`src/rtl/tmds_align_ctrl_pkg.sv`:
```
// Shared TMDS definitions: control-token codes, alignment states, token matcher.
package tmds_pkg;

  localparam int unsigned TMDS_W = 10;

  localparam logic [TMDS_W-1:0] CTL_TOK_00 = 10'b1101010100;
  localparam logic [TMDS_W-1:0] CTL_TOK_01 = 10'b0010101011;
  localparam logic [TMDS_W-1:0] CTL_TOK_10 = 10'b0101010100;
  localparam logic [TMDS_W-1:0] CTL_TOK_11 = 10'b1010101011;

  typedef enum logic [1:0] {
    SEARCH = 2'd0,
    SLIP   = 2'd1,
    SETTLE = 2'd2,
    LOCKED = 2'd3
  } align_state_e;

  typedef struct packed {
    logic       hit;
    logic [1:0] c;
  } ctl_match_t;

  // Classify a raw word as one of the four control tokens, returning {hit, C1C0}.
  function automatic ctl_match_t tmds_is_ctl(input logic [TMDS_W-1:0] word);
    ctl_match_t m;
    m.hit = 1'b0;
    m.c   = 2'b00;
    case (word)
      CTL_TOK_00: begin m.hit = 1'b1; m.c = 2'b00; end
      CTL_TOK_01: begin m.hit = 1'b1; m.c = 2'b01; end
      CTL_TOK_10: begin m.hit = 1'b1; m.c = 2'b10; end
      CTL_TOK_11: begin m.hit = 1'b1; m.c = 2'b11; end
      default:    begin m.hit = 1'b0; m.c = 2'b00; end
    endcase
    return m;
  endfunction

endpackage

```
`src/rtl/tmds_align_ctrl_if.sv`:
```
// Deserializer-side word stream and aligner status/outputs for one TMDS channel.
interface tmds_align_ctrl_if;
  logic [9:0] din;
  logic       bitslip;
  logic       locked;
  logic       de;
  logic [1:0] ctl;
  logic [9:0] dout;
  logic [3:0] slip_count;

  // Stream source / status consumer (deserializer + decoder side)
  modport master (
    output din,
    input  bitslip, locked, de, ctl, dout, slip_count
  );

  // Aligner side
  modport slave (
    input  din,
    output bitslip, locked, de, ctl, dout, slip_count
  );
endinterface

```
`src/rtl/tmds_align_ctrl_ctl_detect.sv`:
```
// Control-token matcher plus saturating run counter; flags the cycle a run first reaches CTL_RUN.
module tmds_ctl_detect
  import tmds_pkg::*;
#(
  parameter int unsigned CTL_RUN = 8
) (
  input  logic        clk,
  input  logic        rst,
  input  logic [9:0]  din,
  input  logic        hold,
  input  logic        clr,
  output logic        tok_hit_c,
  output logic [1:0]  tok_ctl_c,
  output logic        qual_c
);

  localparam int unsigned RUN_W = $clog2(CTL_RUN + 1);

  ctl_match_t       match_c;
  logic [RUN_W-1:0] run_cnt;

  assign match_c   = tmds_is_ctl(din);
  assign tok_hit_c = match_c.hit;
  assign tok_ctl_c = match_c.c;
  // Only the token that lifts the run onto CTL_RUN qualifies; a saturated run does not.
  assign qual_c    = match_c.hit && !hold && (run_cnt == RUN_W'(CTL_RUN - 1));

  // Run counter: clears on non-token, settle hold or lock drop; saturates at CTL_RUN.
  always_ff @(posedge clk or posedge rst) begin
    if (rst) begin
      run_cnt <= '0;
    end else if (hold || clr || !match_c.hit) begin
      run_cnt <= '0;
    end else if (run_cnt != RUN_W'(CTL_RUN)) begin
      run_cnt <= run_cnt + RUN_W'(1);
    end
  end

endmodule

```
`src/rtl/tmds_align_ctrl.sv`:
```
// TMDS word aligner: hunts for control-token runs, issues bitslips, supervises lock, tags de/ctl.
module tmds_align_ctrl
  import tmds_pkg::*;
#(
  parameter int unsigned SEARCH_WORDS = 1024,
  parameter int unsigned CTL_RUN      = 8,
  parameter int unsigned SLIP_SETTLE  = 16,
  parameter int unsigned LOCK_TIMEOUT = 4096
) (
  input  logic             clk,
  input  logic             rst,
  tmds_align_ctrl_if.slave bus
);

  localparam int unsigned WORD_W   = (SEARCH_WORDS > 1) ? $clog2(SEARCH_WORDS) : 1;
  localparam int unsigned SETTLE_W = (SLIP_SETTLE  > 1) ? $clog2(SLIP_SETTLE)  : 1;
  localparam int unsigned TMO_W    = (LOCK_TIMEOUT > 1) ? $clog2(LOCK_TIMEOUT) : 1;

  align_state_e        state, state_next;
  logic [WORD_W-1:0]   word_cnt, word_next;
  logic [SETTLE_W-1:0] settle_cnt, settle_next;
  logic [TMO_W-1:0]    tmo_cnt, tmo_next;
  logic                run_clr_c;
  logic                hold_c;

  logic                tok_hit_c;
  logic [1:0]          tok_ctl_c;
  logic                qual_c;

  logic                bitslip_q;
  logic                locked_q;
  logic                de_q;
  logic [1:0]          ctl_q;
  logic [9:0]          dout_q;
  logic [3:0]          slip_count_q;

  assign hold_c = (state == SETTLE);

  tmds_ctl_detect #(
    .CTL_RUN (CTL_RUN)
  ) u_detect (
    .clk       (clk),
    .rst       (rst),
    .din       (bus.din),
    .hold      (hold_c),
    .clr       (run_clr_c),
    .tok_hit_c (tok_hit_c),
    .tok_ctl_c (tok_ctl_c),
    .qual_c    (qual_c)
  );

  // State and counter registers.
  always_ff @(posedge clk or posedge rst) begin
    if (rst) begin
      state      <= SEARCH;
      word_cnt   <= '0;
      settle_cnt <= '0;
      tmo_cnt    <= '0;
    end else begin
      state      <= state_next;
      word_cnt   <= word_next;
      settle_cnt <= settle_next;
      tmo_cnt    <= tmo_next;
    end
  end

  // Next-state and counter update; a qualifying event beats both slip and timeout.
  always_comb begin
    state_next  = state;
    word_next   = word_cnt;
    settle_next = settle_cnt;
    tmo_next    = tmo_cnt;
    run_clr_c   = 1'b0;
    case (state)
      SEARCH: begin
        if (qual_c) begin
          state_next = LOCKED;
          tmo_next   = '0;
          word_next  = '0;
        end else if (word_cnt == WORD_W'(SEARCH_WORDS - 1)) begin
          state_next = SLIP;
          word_next  = '0;
        end else begin
          word_next = word_cnt + WORD_W'(1);
        end
      end
      SLIP: begin
        state_next  = SETTLE;
        settle_next = '0;
      end
      SETTLE: begin
        if (settle_cnt == SETTLE_W'(SLIP_SETTLE - 1)) begin
          state_next  = SEARCH;
          word_next   = '0;
          settle_next = '0;
        end else begin
          settle_next = settle_cnt + SETTLE_W'(1);
        end
      end
      LOCKED: begin
        if (qual_c) begin
          tmo_next = '0;
        end else if (tmo_cnt == TMO_W'(LOCK_TIMEOUT - 1)) begin
          state_next = SEARCH;
          word_next  = '0;
          tmo_next   = '0;
          run_clr_c  = 1'b1;
        end else begin
          tmo_next = tmo_cnt + TMO_W'(1);
        end
      end
      default: begin
        state_next = SEARCH;
        word_next  = '0;
      end
    endcase
  end

  // Registered outputs: bitslip lives exactly for the SLIP cycle; word path is one cycle late.
  always_ff @(posedge clk or posedge rst) begin
    if (rst) begin
      bitslip_q    <= 1'b0;
      locked_q     <= 1'b0;
      de_q         <= 1'b0;
      ctl_q        <= 2'b00;
      dout_q       <= '0;
      slip_count_q <= '0;
    end else begin
      bitslip_q <= (state_next == SLIP);
      if (state_next == SLIP) begin
        slip_count_q <= (slip_count_q == 4'd9) ? 4'd0 : slip_count_q + 4'd1;
      end
      locked_q <= (state == LOCKED);
      de_q     <= (state == LOCKED) && !tok_hit_c;
      if (tok_hit_c) begin
        ctl_q <= tok_ctl_c;
      end
      dout_q <= bus.din;
    end
  end

  assign bus.bitslip    = bitslip_q;
  assign bus.locked     = locked_q;
  assign bus.de         = de_q;
  assign bus.ctl        = ctl_q;
  assign bus.dout       = dout_q;
  assign bus.slip_count = slip_count_q;

endmodule

```
`src/flat_wrapper.sv`:
```
// flat-port wrapper written by rule: the top's interface ports become plain ports
module tmds_align_ctrl_flat import tmds_pkg::*;
#(
  parameter int unsigned SEARCH_WORDS = 1024,
  parameter int unsigned CTL_RUN      = 8,
  parameter int unsigned SLIP_SETTLE  = 16,
  parameter int unsigned LOCK_TIMEOUT = 4096
)
  (clk, rst, bus_din, bus_bitslip, bus_locked, bus_de, bus_ctl, bus_dout, bus_slip_count);
  tmds_align_ctrl_if bus_i ();
  input  logic clk;
  input  logic rst;
  input wire logic [$bits(bus_i.din)-1:0] bus_din;
  output wire logic [$bits(bus_i.bitslip)-1:0] bus_bitslip;
  output wire logic [$bits(bus_i.locked)-1:0] bus_locked;
  output wire logic [$bits(bus_i.de)-1:0] bus_de;
  output wire logic [$bits(bus_i.ctl)-1:0] bus_ctl;
  output wire logic [$bits(bus_i.dout)-1:0] bus_dout;
  output wire logic [$bits(bus_i.slip_count)-1:0] bus_slip_count;
  assign bus_i.din = bus_din;
  assign bus_bitslip = bus_i.bitslip;
  assign bus_locked = bus_i.locked;
  assign bus_de = bus_i.de;
  assign bus_ctl = bus_i.ctl;
  assign bus_dout = bus_i.dout;
  assign bus_slip_count = bus_i.slip_count;
  tmds_align_ctrl #(.SEARCH_WORDS(SEARCH_WORDS), .CTL_RUN(CTL_RUN), .SLIP_SETTLE(SLIP_SETTLE), .LOCK_TIMEOUT(LOCK_TIMEOUT)) u_core (.clk(clk), .rst(rst), .bus(bus_i));
endmodule
```
`config.mk`:
```
export PLATFORM = sky130hd
export DESIGN_NAME = tmds_align_ctrl_flat
export DESIGN_NICKNAME = d
export VERILOG_FILES = /design/src/rtl/tmds_align_ctrl_pkg.sv /design/src/rtl/tmds_align_ctrl_if.sv /design/src/rtl/tmds_align_ctrl_ctl_detect.sv /design/src/rtl/tmds_align_ctrl.sv /design/src/flat_wrapper.sv
export SDC_FILE = /design/constraint.sdc
export NUM_CORES = 1
export LEC_CHECK = 0
export ABC_CLOCK_PERIOD_IN_PS = 2009
export BUFFER_PORTS_ARGS = -buffer_cell sky130_fd_sc_hd__buf_2
export CAP_MARGIN = 20
export CORE_ASPECT_RATIO = 1.5
export CORE_UTILIZATION = 53
export DETAILED_ROUTE_END_ITERATION = 12
export HOLD_SLACK_MARGIN = 0.05
export PLACE_DENSITY = 0.76
export SETUP_SLACK_MARGIN = 0.15
export SYNTH_ARGS = -nofsm -noshare
export SYNTH_HDL_FRONTEND = slang
export SYNTH_SLANG_ARGS = --single-unit
```
`constraint.sdc`:
```
create_clock -name clk -period 2.01 [get_ports clk]
set_clock_uncertainty 0.05 [all_clocks]
set_input_delay 0.3015 -clock clk [delete_from_list [all_inputs] [get_ports clk]]
set_output_delay 0.3015 -clock clk [all_outputs]
set_load 0.01 [all_outputs]
```
==> metrics.yaml <==
timing:
  timing_hold_violations_final: 0
  worst_slack_ns: -0.0246
  slew_headroom_pct: 73.0
  period_share_pct: 101
  setup_tns_ns: -0.0246
  fin_worst_hold_slack_ns: 0.0614
  fmax_mhz: 491
  tightest_slew_ns: 0.404
  fin_crit_ns: 2.03
  slew_viol_final: 0
  rsz0062_at_grt: "true"
  setup_viol: 1
status:
  status: "finished, violations left"
  violations: "setup timing"
finish:
  fill_cells: 342
  layout-drive-gt1-share_pct: 46.6
  multi_input_area_sq_um: 1670
  layout_common_cells: "65 x buf_4, 48 x dfrtp_1, 30 x buf_2"
  fin_nets: 405
  synthToLayoutAreaGrowth_pct: 43.7
  layout_commonest_cell: "buf_4"
  regArea_sq_um: 1280
  num_antenna_cells: 0
  stdcell_area_sq_um: 4020
  final_cells: 452
  final_core_util_pct: 78.5
clocking:
  cts_sinks: 51
  cts_tree: "yes"
  cts_max_level: 2
  cts_made_buffers: 5
  cts-root-buf: "clkbuf_8"
  clk_path_buf_depth: 2
  path_clk_slew_ns: 0.09
  clk_latency_ns: 0.31
pwr:
  ir_drop_mv: 0.413
  p_per_area_nw_per_um2: 464
  p_leak_uw: 0.00190
worst_setup_path:
  timing.rr.start: "u_core.tmo_cnt[0]"
  slowest_delay_ns: 0.41
  crit_family: "simple AND/OR/NAND/NOR gates"
  endpoint_kind: "flop"
  crit_buf_inv: 1
  crit_path_max_fanout: 5
  crit_chain: "ha_4 > nand3_4 > nor3_4 > a2bb2oi_4 > nand3b_4 > buf_6 > or4_4 > o211ai_1"
  crit_slowest_cell: "dfrtp_1"
  cp_data_required_time_ns: 2.18
  startpoint: "u_core.tmo_cnt[0]"
  startpoint_type: "flop"
  arrival_ns: 2.20
  crit_type: "flop to flop"
synth:
  avgSynthCellArea_sq_um: 10.4
  synth_cell_types: 64
  synth_edf_count: 0
  ys_seq_elements: 51
  syn_nets: 292
  synth-main-ff-cell: "dfrtp_1"
  yosysSeqAreaShare_pct: 45.6
  ys_warn_count: 0
  synthesis.area_sq_um: 2800
  syn_inst: 270
  async_flop_share_pct: 100
hold_path:
  hold_start: "bus_din[5]"
  hp-class: "input port to flop"
floorplanning:
  core_sq_um: 5120
  die_h_um: 91.0
  row_count: 32
  io_pins: 31
  die_x_um: 61.4
  start_util_pct: 54.6
  die_area_sq_um: 5580
detailed_routing:
  drt_iter0_markers: 127
  final_antenna_net_count: 0
  vias: 2574
  first_pass_iters: 4
  avgRoutedWirePerCell_um: 16.4
  routed_wirelength_um: 7420
  drc_errors: 0
  routed_via_density: 5.69
placed_design:
  gp_congestion: 0.848
  dp_hpwl_um: 4930
  dp.cells: 416
  place_area_sq_um: 3460
  portBuffers: 30
global_route:
  grt_max_degree: 28
  grt-ovfl-total: 0
  track_usage_pct: 26.7
  grt_pass1_vias: 2574
  antenna_found_initial: 0
  grt_pass1_wl_um: 11000
run:
  max_cap_viol_count: 0
logic make-up (layout without fill, tap and decap cells):
family / count (synthesis) / count (layout) / share of synthesized area (%)
and+or+nand+nor: 109 / 109 / 24.0
AOI/OAI and AO/OA: 69 / 69 / 19.1
DFF: 51 / 51 / 45.6
buffers and inverters: 19 / 133 / 2.68
adders and majority gates: 10 / 10 / 4.47
xor gates and xnor gates: 7 / 7 / 2.19
muxes: 5 / 5 / 1.97
per-stage QoR:
step	setup WS (ns)	total power, uW
floorplan	0.0767	1110
global placement	-0.0976	1150
detailed placement	-0.126	1150
CTS	0.0214	1880
global route	-0.103	1940
finish	-0.0246	1870
registers in the layout (all words and copies together) (netlist names):
| register | flops |
|---|---|
| u_core.word_cnt | 10 |
| u_core.bus.dout | 10 |
| u_core.bus.bitslip | 1 |
| u_core.state | 2 |
| u_core.bus.de | 1 |
| u_core.bus.slip_count | 4 |
| u_core.bus.ctl | 2 |
| u_core.tmo_cnt | 12 |
| u_core.bus.locked | 1 |
| u_core.settle_cnt | 4 |
| u_core.u_detect.run_cnt | 4 |
cell type report:
type                       instances  area share (%)
inverter                          15            1.40
multi-input combinational        200            41.5
tap                               68            2.12
clock inverter                     2           0.871
clock buffer                       6            2.05
sequential                        51            31.8
timing repair buffer             110            20.2
final timing paths:
check	endpoint	slack, ns	cells after the start
min reg2reg	u_core.bus.slip_count[0]	0.45	1
max reg2reg	u_core.word_cnt[8]	-0.02	8
min	u_core.bus.dout[5]	0.06	1
max	u_core.word_cnt[8]	-0.02	8
min in group asynchronous	u_core.tmo_cnt[9]	0.53	4
max in group asynchronous	u_core.state[0]	1.11	4
synthesized netlist by cell type, drive strengths merged (3+ instances only):
library cell | count | area (sq um)
nand4 | 5 | 52.6
a22o | 6 | 52.6
nor3 | 5 | 36.3
dfrtp | 51 | 1280
nand2 | 33 | 131
o21ai | 20 | 100
a31oi | 3 | 18.8
xor2 | 4 | 35.0
nor2b | 5 | 31.3
ha | 10 | 125
xnor2 | 3 | 26.3
o31a | 4 | 35.0
nand3 | 11 | 60.1
and3 | 5 | 31.3
or3 | 5 | 31.3
or2 | 3 | 18.8
o22ai | 3 | 18.8
o211ai | 5 | 37.5
mux2 | 4 | 45.0
inv | 15 | 56.3
a21oi | 9 | 56.3
and2 | 3 | 18.8
nor2 | 18 | 70.1
repair_timing:
item / in CTS / in global routing
setup buffers: 16 / 11
pin swaps: 14 / 15
setup endpoints to repair: 21 / 28
cloned: 0 / 0
hold buffers: 1 / 0
gates resized for setup: 21 / 34
endpoints found under the hold margin: 51 / 0
power by group:
group	internal, uW	switching [uW]
clock network	403	333
logic	32.0	53.0
registers	1040	7.05
total	1480	393
routing by layer:
layer / GRT usage (%) / share of wire, % / vias to the layer above
met5: 0 / 0 / -
met4: 16.1 / 4.9 / 0
met3: 4.42 / 2.8 / 31
met2: 48.6 / 56 / 75
met1: 26.5 / 36 / 1256
li1: - / - / 1212
Power figures use the tool's default switching activity.
